===== src/rtl/mapper_mac_unit.sv =====
// mapper_mac_unit: sequential shift-add multiply/accumulate for mapper
// arithmetic registers. Retires STEP multiplier bits per clk, optional
// two's-complement operands, accumulator with sticky overflow.
//
// state | meaning
// IDLE  | no multiply in flight, p/acc hold last results
// RUN   | partial sum being built, cnt counts iterations 0..ITER-1
module mapper_mac_unit #(
  parameter int WIDTH     = 8,
  parameter int STEP      = 1,
  parameter int ACC_WIDTH = 16
) (
  input  logic                   clk,
  input  logic                   reset,
  input  logic                   ce,
  input  logic                   start,
  input  logic                   signed_mode,
  input  logic                   acc_en,
  input  logic                   acc_clear,
  input  logic [WIDTH-1:0]       a,
  input  logic [WIDTH-1:0]       b,
  output logic [2*WIDTH-1:0]     p,
  output logic [ACC_WIDTH-1:0]   acc,
  output logic                   busy,
  output logic                   done,
  output logic                   overflow
);

  localparam int ITER  = WIDTH / STEP;
  localparam int PW    = 2 * WIDTH;
  localparam int CNT_W = (ITER > 1) ? $clog2(ITER) : 1;

  typedef enum logic {IDLE, RUN} state_t;

  state_t               state_q, state_d;
  logic [CNT_W-1:0]     cnt_q;
  logic [PW-1:0]        a_sh_q;
  logic [WIDTH-1:0]     b_sh_q;
  logic [PW-1:0]        psum_q;
  logic                 neg_q, sgn_q, acc_en_q;
  logic [PW-1:0]        p_q;
  logic [ACC_WIDTH-1:0] acc_q;
  logic                 done_q, ovf_q;

  logic                 accept, last;
  logic [WIDTH:0]       a_ext, b_ext;
  logic [WIDTH-1:0]     a_mag, b_mag;
  logic [PW-1:0]        pp, sum, p_new;
  logic [ACC_WIDTH-1:0] acc_ext;
  logic [ACC_WIDTH:0]   acc_sum;
  logic                 ovf_now;

  assign accept = ce & start;
  assign last   = (state_q == RUN) && (cnt_q == CNT_W'(ITER - 1));

  // Operand magnitudes; the extra bit keeps the most negative value exact.
  always_comb begin
    a_ext = {signed_mode & a[WIDTH-1], a};
    b_ext = {signed_mode & b[WIDTH-1], b};
    a_mag = a_ext[WIDTH] ? WIDTH'((~a_ext) + 1'b1) : a;
    b_mag = b_ext[WIDTH] ? WIDTH'((~b_ext) + 1'b1) : b;
  end

  // One partial product per clk, final sign fix and accumulator add.
  always_comb begin
    pp      = a_sh_q * {{(PW-STEP){1'b0}}, b_sh_q[STEP-1:0]};
    sum     = psum_q + pp;
    p_new   = neg_q ? ((~sum) + 1'b1) : sum;
    acc_ext = sgn_q ? ACC_WIDTH'($signed(p_new)) : ACC_WIDTH'(p_new);
    acc_sum = {1'b0, acc_q} + {1'b0, acc_ext};
    if (sgn_q)
      ovf_now = (acc_q[ACC_WIDTH-1] == acc_ext[ACC_WIDTH-1]) &&
                (acc_sum[ACC_WIDTH-1] != acc_q[ACC_WIDTH-1]);
    else
      ovf_now = acc_sum[ACC_WIDTH];
  end

  // Next-state: a start always (re)enters RUN, otherwise RUN ends on the last iteration.
  always_comb begin
    state_d = state_q;
    case (state_q)
      IDLE: if (accept) state_d = RUN;
      RUN: begin
        if (accept)     state_d = RUN;
        else if (last)  state_d = IDLE;
      end
      default: state_d = IDLE;
    endcase
  end

  // State register.
  always_ff @(posedge clk or posedge reset) begin
    if (reset) state_q <= IDLE;
    else       state_q <= state_d;
  end

  // Multiply datapath: operand latch, shift-add iterations, result capture.
  always_ff @(posedge clk or posedge reset) begin
    if (reset) begin
      cnt_q    <= '0;
      a_sh_q   <= '0;
      b_sh_q   <= '0;
      psum_q   <= '0;
      neg_q    <= 1'b0;
      sgn_q    <= 1'b0;
      acc_en_q <= 1'b0;
      p_q      <= '0;
      done_q   <= 1'b0;
    end else begin
      done_q <= 1'b0;
      // Completion is honoured even if a new start lands on the same edge.
      if (last) begin
        p_q    <= p_new;
        done_q <= 1'b1;
      end
      if (accept) begin
        a_sh_q   <= {{WIDTH{1'b0}}, a_mag};
        b_sh_q   <= b_mag;
        neg_q    <= signed_mode & (a[WIDTH-1] ^ b[WIDTH-1]);
        sgn_q    <= signed_mode;
        acc_en_q <= acc_en;
        psum_q   <= '0;
        cnt_q    <= '0;
      end else if (state_q == RUN && !last) begin
        psum_q <= sum;
        a_sh_q <= a_sh_q << STEP;
        b_sh_q <= b_sh_q >> STEP;
        cnt_q  <= cnt_q + 1'b1;
      end
    end
  end

  // Accumulator and sticky overflow; a clear on a completing edge keeps the new product.
  always_ff @(posedge clk or posedge reset) begin
    if (reset) begin
      acc_q <= '0;
      ovf_q <= 1'b0;
    end else if (ce && acc_clear) begin
      acc_q <= (last && acc_en_q) ? acc_ext : '0;
      ovf_q <= 1'b0;
    end else if (last && acc_en_q) begin
      acc_q <= acc_sum[ACC_WIDTH-1:0];
      if (ovf_now) ovf_q <= 1'b1;
    end
  end

  assign p        = p_q;
  assign acc      = acc_q;
  assign busy     = (state_q == RUN);
  assign done     = done_q;
  assign overflow = ovf_q;

endmodule


===== config.mk =====
export PLATFORM = sky130hd
export DESIGN_NAME = mapper_mac_unit
export DESIGN_NICKNAME = d
export VERILOG_FILES = /design/src/rtl/mapper_mac_unit.sv
export SDC_FILE = /design/constraint.sdc
export NUM_CORES = 1
export LEC_CHECK = 0
export CORE_MARGIN = 4
export CORE_UTILIZATION = 34
export CTS_CLUSTER_SIZE = 24
export DETAILED_ROUTE_END_ITERATION = 8
export PLACE_DENSITY = 0.62
export RECOVER_POWER = 50
export SETUP_SLACK_MARGIN = 0.2
export SLEW_MARGIN = 5
export SYNTH_ARGS = -nofsm -noshare
export SYNTH_HDL_FRONTEND = slang
export SYNTH_SLANG_ARGS = --single-unit

===== constraint.sdc =====
create_clock -name clk -period 14.4 [get_ports clk]
set_input_delay 4.32 -clock clk [delete_from_list [all_inputs] [get_ports clk]]
set_output_delay 4.32 -clock clk [all_outputs]
set_load 0.01 [all_outputs]

==> results.sh <==
export IMPL_syn_nets=747
export IMPL_min_period_over_period_pct=59.4
export IMPL_grtUsageTotal_pct=15.0
export IMPL_status="finished with violations"
export IMPL_relSlewSlack_pct=-187
export IMPL_die_y_um=137
export IMPL_min_period_ps=8550
export IMPL_rrSetupSlack_ps=8790
export IMPL_cts_tree="done"
export IMPL_worst_clock_skew_ps=8.75
export IMPL_layout_commonest_cell="nand2_1"
export IMPL_grt_use_met1_pct=21.3
export IMPL_gr_total_overflow=0
export IMPL_finalHoldViolCount=0
export IMPL_ys_seq_area_share_pct=35.7
export IMPL_viasPerCell=5.12
export IMPL_synth_cell_types=58
export IMPL_cts_setup_buffers=0
export IMPL_htree_levels=3
export IMPL_crit_required_ps=13840
export IMPL_syn_inst=686
export IMPL_fillers=1642
export IMPL_start_kind="input port"
export IMPL_grt_pass1_vias=4698
export IMPL_hpwl_um=9860
export IMPL_clk_pin_slew_worst_paths_ps=60
export IMPL_crit_chain="dlygate4sd3_1 > clkinvlp_2 > clkbuf_1"
export IMPL_drc=0
export IMPL_ant_nets=0
export IMPL_synth_simple_gate_area_share_pct=21.1
export IMPL_clock_sinks=81
export IMPL_ir_drop_mv=0.0864
export IMPL_synth_xor_area_share_pct=7.09
export IMPL_crit_family="buffers and inverters"
export IMPL_clk_latency_ps=350
export IMPL_wl_um=13300
export IMPL_antenna_found_initial=0
export IMPL_post_dp_cell_area_mm2=0.00644
export IMPL_crit_fanout=81
export IMPL_grt_busiest_layer="met2"
export IMPL_cts_resized=0
export IMPL_drtIter0Drc=268
export IMPL_grt_first_pass_wirelength_um=22900
export IMPL_synth_compound_area_share_pct=22.2
export IMPL_fp_coreArea_mm2=0.0161
export IMPL_grt_setup_unrepaired="false"
export IMPL_power_density_mw_per_mm2=220
export IMPL_cts_buffer_depth=2
export IMPL_holdCritPathClass="flip-flop to flip-flop"
export IMPL_cts_buffers=9
export IMPL_endpoint_kind="async pin"
export IMPL_finalMaxSlewViolations=83
export IMPL_fp_row_count=46
export IMPL_ys_seq_elements=81
export IMPL_area_delta_synth_final_pct=18.1
export IMPL_cp_arrival_ps=7990
export IMPL_setup_viol=0
export IMPL_drive_gt1_share_pct=4.78
export IMPL_io_buffers=57
export IMPL_ctsHoldBuffers=0
export IMPL_path_buf_inv=3
export IMPL_netlist_area_mm2=0.00568
export IMPL_violations="max-capacitance violations, max-slew violations"
export IMPL_vias=4858
export IMPL_slowest_delay_ps=3010
export IMPL_clockRootBuffer="clkbuf_16"
export IMPL_die_w_um=137
export IMPL_timing_fmax_mhz=117
export IMPL_die_area_mm2=0.0188
export IMPL_wl_per_cell_um=14.0
export IMPL_max_cap_violations=2
export IMPL_synth_mux_area_share_pct=1.23
export IMPL_use_met3_pct=3.43
export IMPL_crit_type="input port to async pin"
export IMPL_final_area_mm2=0.00671
export IMPL_gp_congestion=0.804
export IMPL_leakage_uw=0.00301
export IMPL_synthFlopType="dfrtp_1"
export IMPL_tightest_slew_ps=4310
export IMPL_synth_top_family_by_area="compound AO/OA/AOI/OAI gates"
export IMPL_pin_count=58
export IMPL_grt_use_met2_pct=23.2
export IMPL_syn_avg_cell_area_um2=8.28
export IMPL_yosysWarnings=0
export IMPL_most_common_layout_cells="nand2_1, dfrtp_1, nor2_1, clkdlybuf4s50_1, a21oi_1"
export IMPL_grt_max_degree=82
export IMPL_synth_fa_ha_area_share_pct=8.64
export IMPL_synth_async_reset_ratio_pct=100
export IMPL_dr_pass1_iters=5
export IMPL_fin_nets=789
export IMPL_synth_edf_count=0
export IMPL_fin_setup_tns_ps=0
export IMPL_start_util_pct=35.2
export IMPL_antenna_cells=0
export IMPL_crit_slowest_cell="clkbuf_1"
-- per-stage QoR --
step / total power, µW / setup slack (ps) / hold WS [ps] / cells / utilization (%)
2_1_floorplan: 1030 / 8000 / 461 / 686 / -
3_3_place_gp: 1240 / 7900 / 461 / 933 / 40.0
3_5_place_dp: 1250 / 7830 / 470 / 933 / 40.0
4_1_cts: 1490 / 8170 / 482 / 948 / 41.8
5_1_grt: 1620 / 4780 / 497 / 948 / 41.6
6_report: 1480 / 5850 / 474 / 948 / 41.6
-- cells in the mapped netlist (12+ instances only) --
cell	number	share of area, %
a211oi_1	13	1.7
a21o_1	12	1.6
nor3_1	14	1.2
xor2_1	20	3.1
dfrtp_1	81	36
a31oi_1	22	2.4
and2_1	18	2.0
o21ai_0	40	3.5
inv_1	31	2.0
clkbuf_1	29	1.9
ha_1	36	7.9
nand2_1	120	7.9
nor2_1	59	3.9
o22ai_1	13	1.4
nand3_1	17	1.5
a21oi_1	48	4.2
xnor2_1	26	4.0
-- layer usage --
layer	vias to the layer above	routed length (µm)
met2	91	5720
met4	0	135
met5	-	0
met3	11	586
met1	2249	6870
li1	2507	-
-- flip-flops by register name, indices dropped and copies added, names as in the netlist --
register,cells
acc,16
sgn_q,1
a_sh_q,16
psum_q,16
b_sh_q,8
neg_q,1
p,16
busy,1
cnt_q,3
done,1
acc_en_q,1
overflow,1
-- worst min-delay path, cell delays in order (launching register included) --
cell     delay, ps
dfrtp_1        340
nand2_1         40
o21ai_0         60
-- power breakdown --
| part | switching [µW] | leakage [µW] | internal (µW) | total, µW |
|---|---|---|---|---|
| registers | 55.3 | 0.00104 | 306 | 361 |
| logic | 525 | 0.00183 | 356 | 881 |
| clock network | 91.6 | 0.000142 | 143 | 235 |
| total | 672 | 0.00301 | 804 | 1480 |
-- logic make-up after synthesis --
logic type / Yosys count
multiplexers: 7
AND/OR/NAND/NOR: 264
adder cells (fa/ha/maj): 38
buffers and inverters: 61
flip-flops: 81
XOR/XNOR: 46
AO/OA/AOI/OAI: 189
-- cell type report --
| type | instances | area, µm² | area share (%) |
|---|---|---|---|
| multi-input combinational | 544 | 3400 | 50.7 |
| clock buffer | 13 | 260 | 3.88 |
| clock inverter | 2 | 37.5 | 0.560 |
| tap | 216 | 270 | 4.03 |
| inverter | 31 | 118 | 1.75 |
| sequential | 81 | 2030 | 30.2 |
| timing repair buffer | 61 | 593 | 8.84 |
-- final timing paths --
check / from / endpoint / depth (start not counted)
setup / recovery: reset / b_sh_q[1] / 3
hold / removal: p[11] / p[11] / 2
setup reg to reg: b_sh_q[0] / acc[15] / 15
hold reg to reg: p[11] / p[11] / 2
max in group clk: ce / b_sh_q[7] / 5
min in group asynchronous: reset / p[1] / 3
No activity file was read; power rests on OpenSTA's default activity.
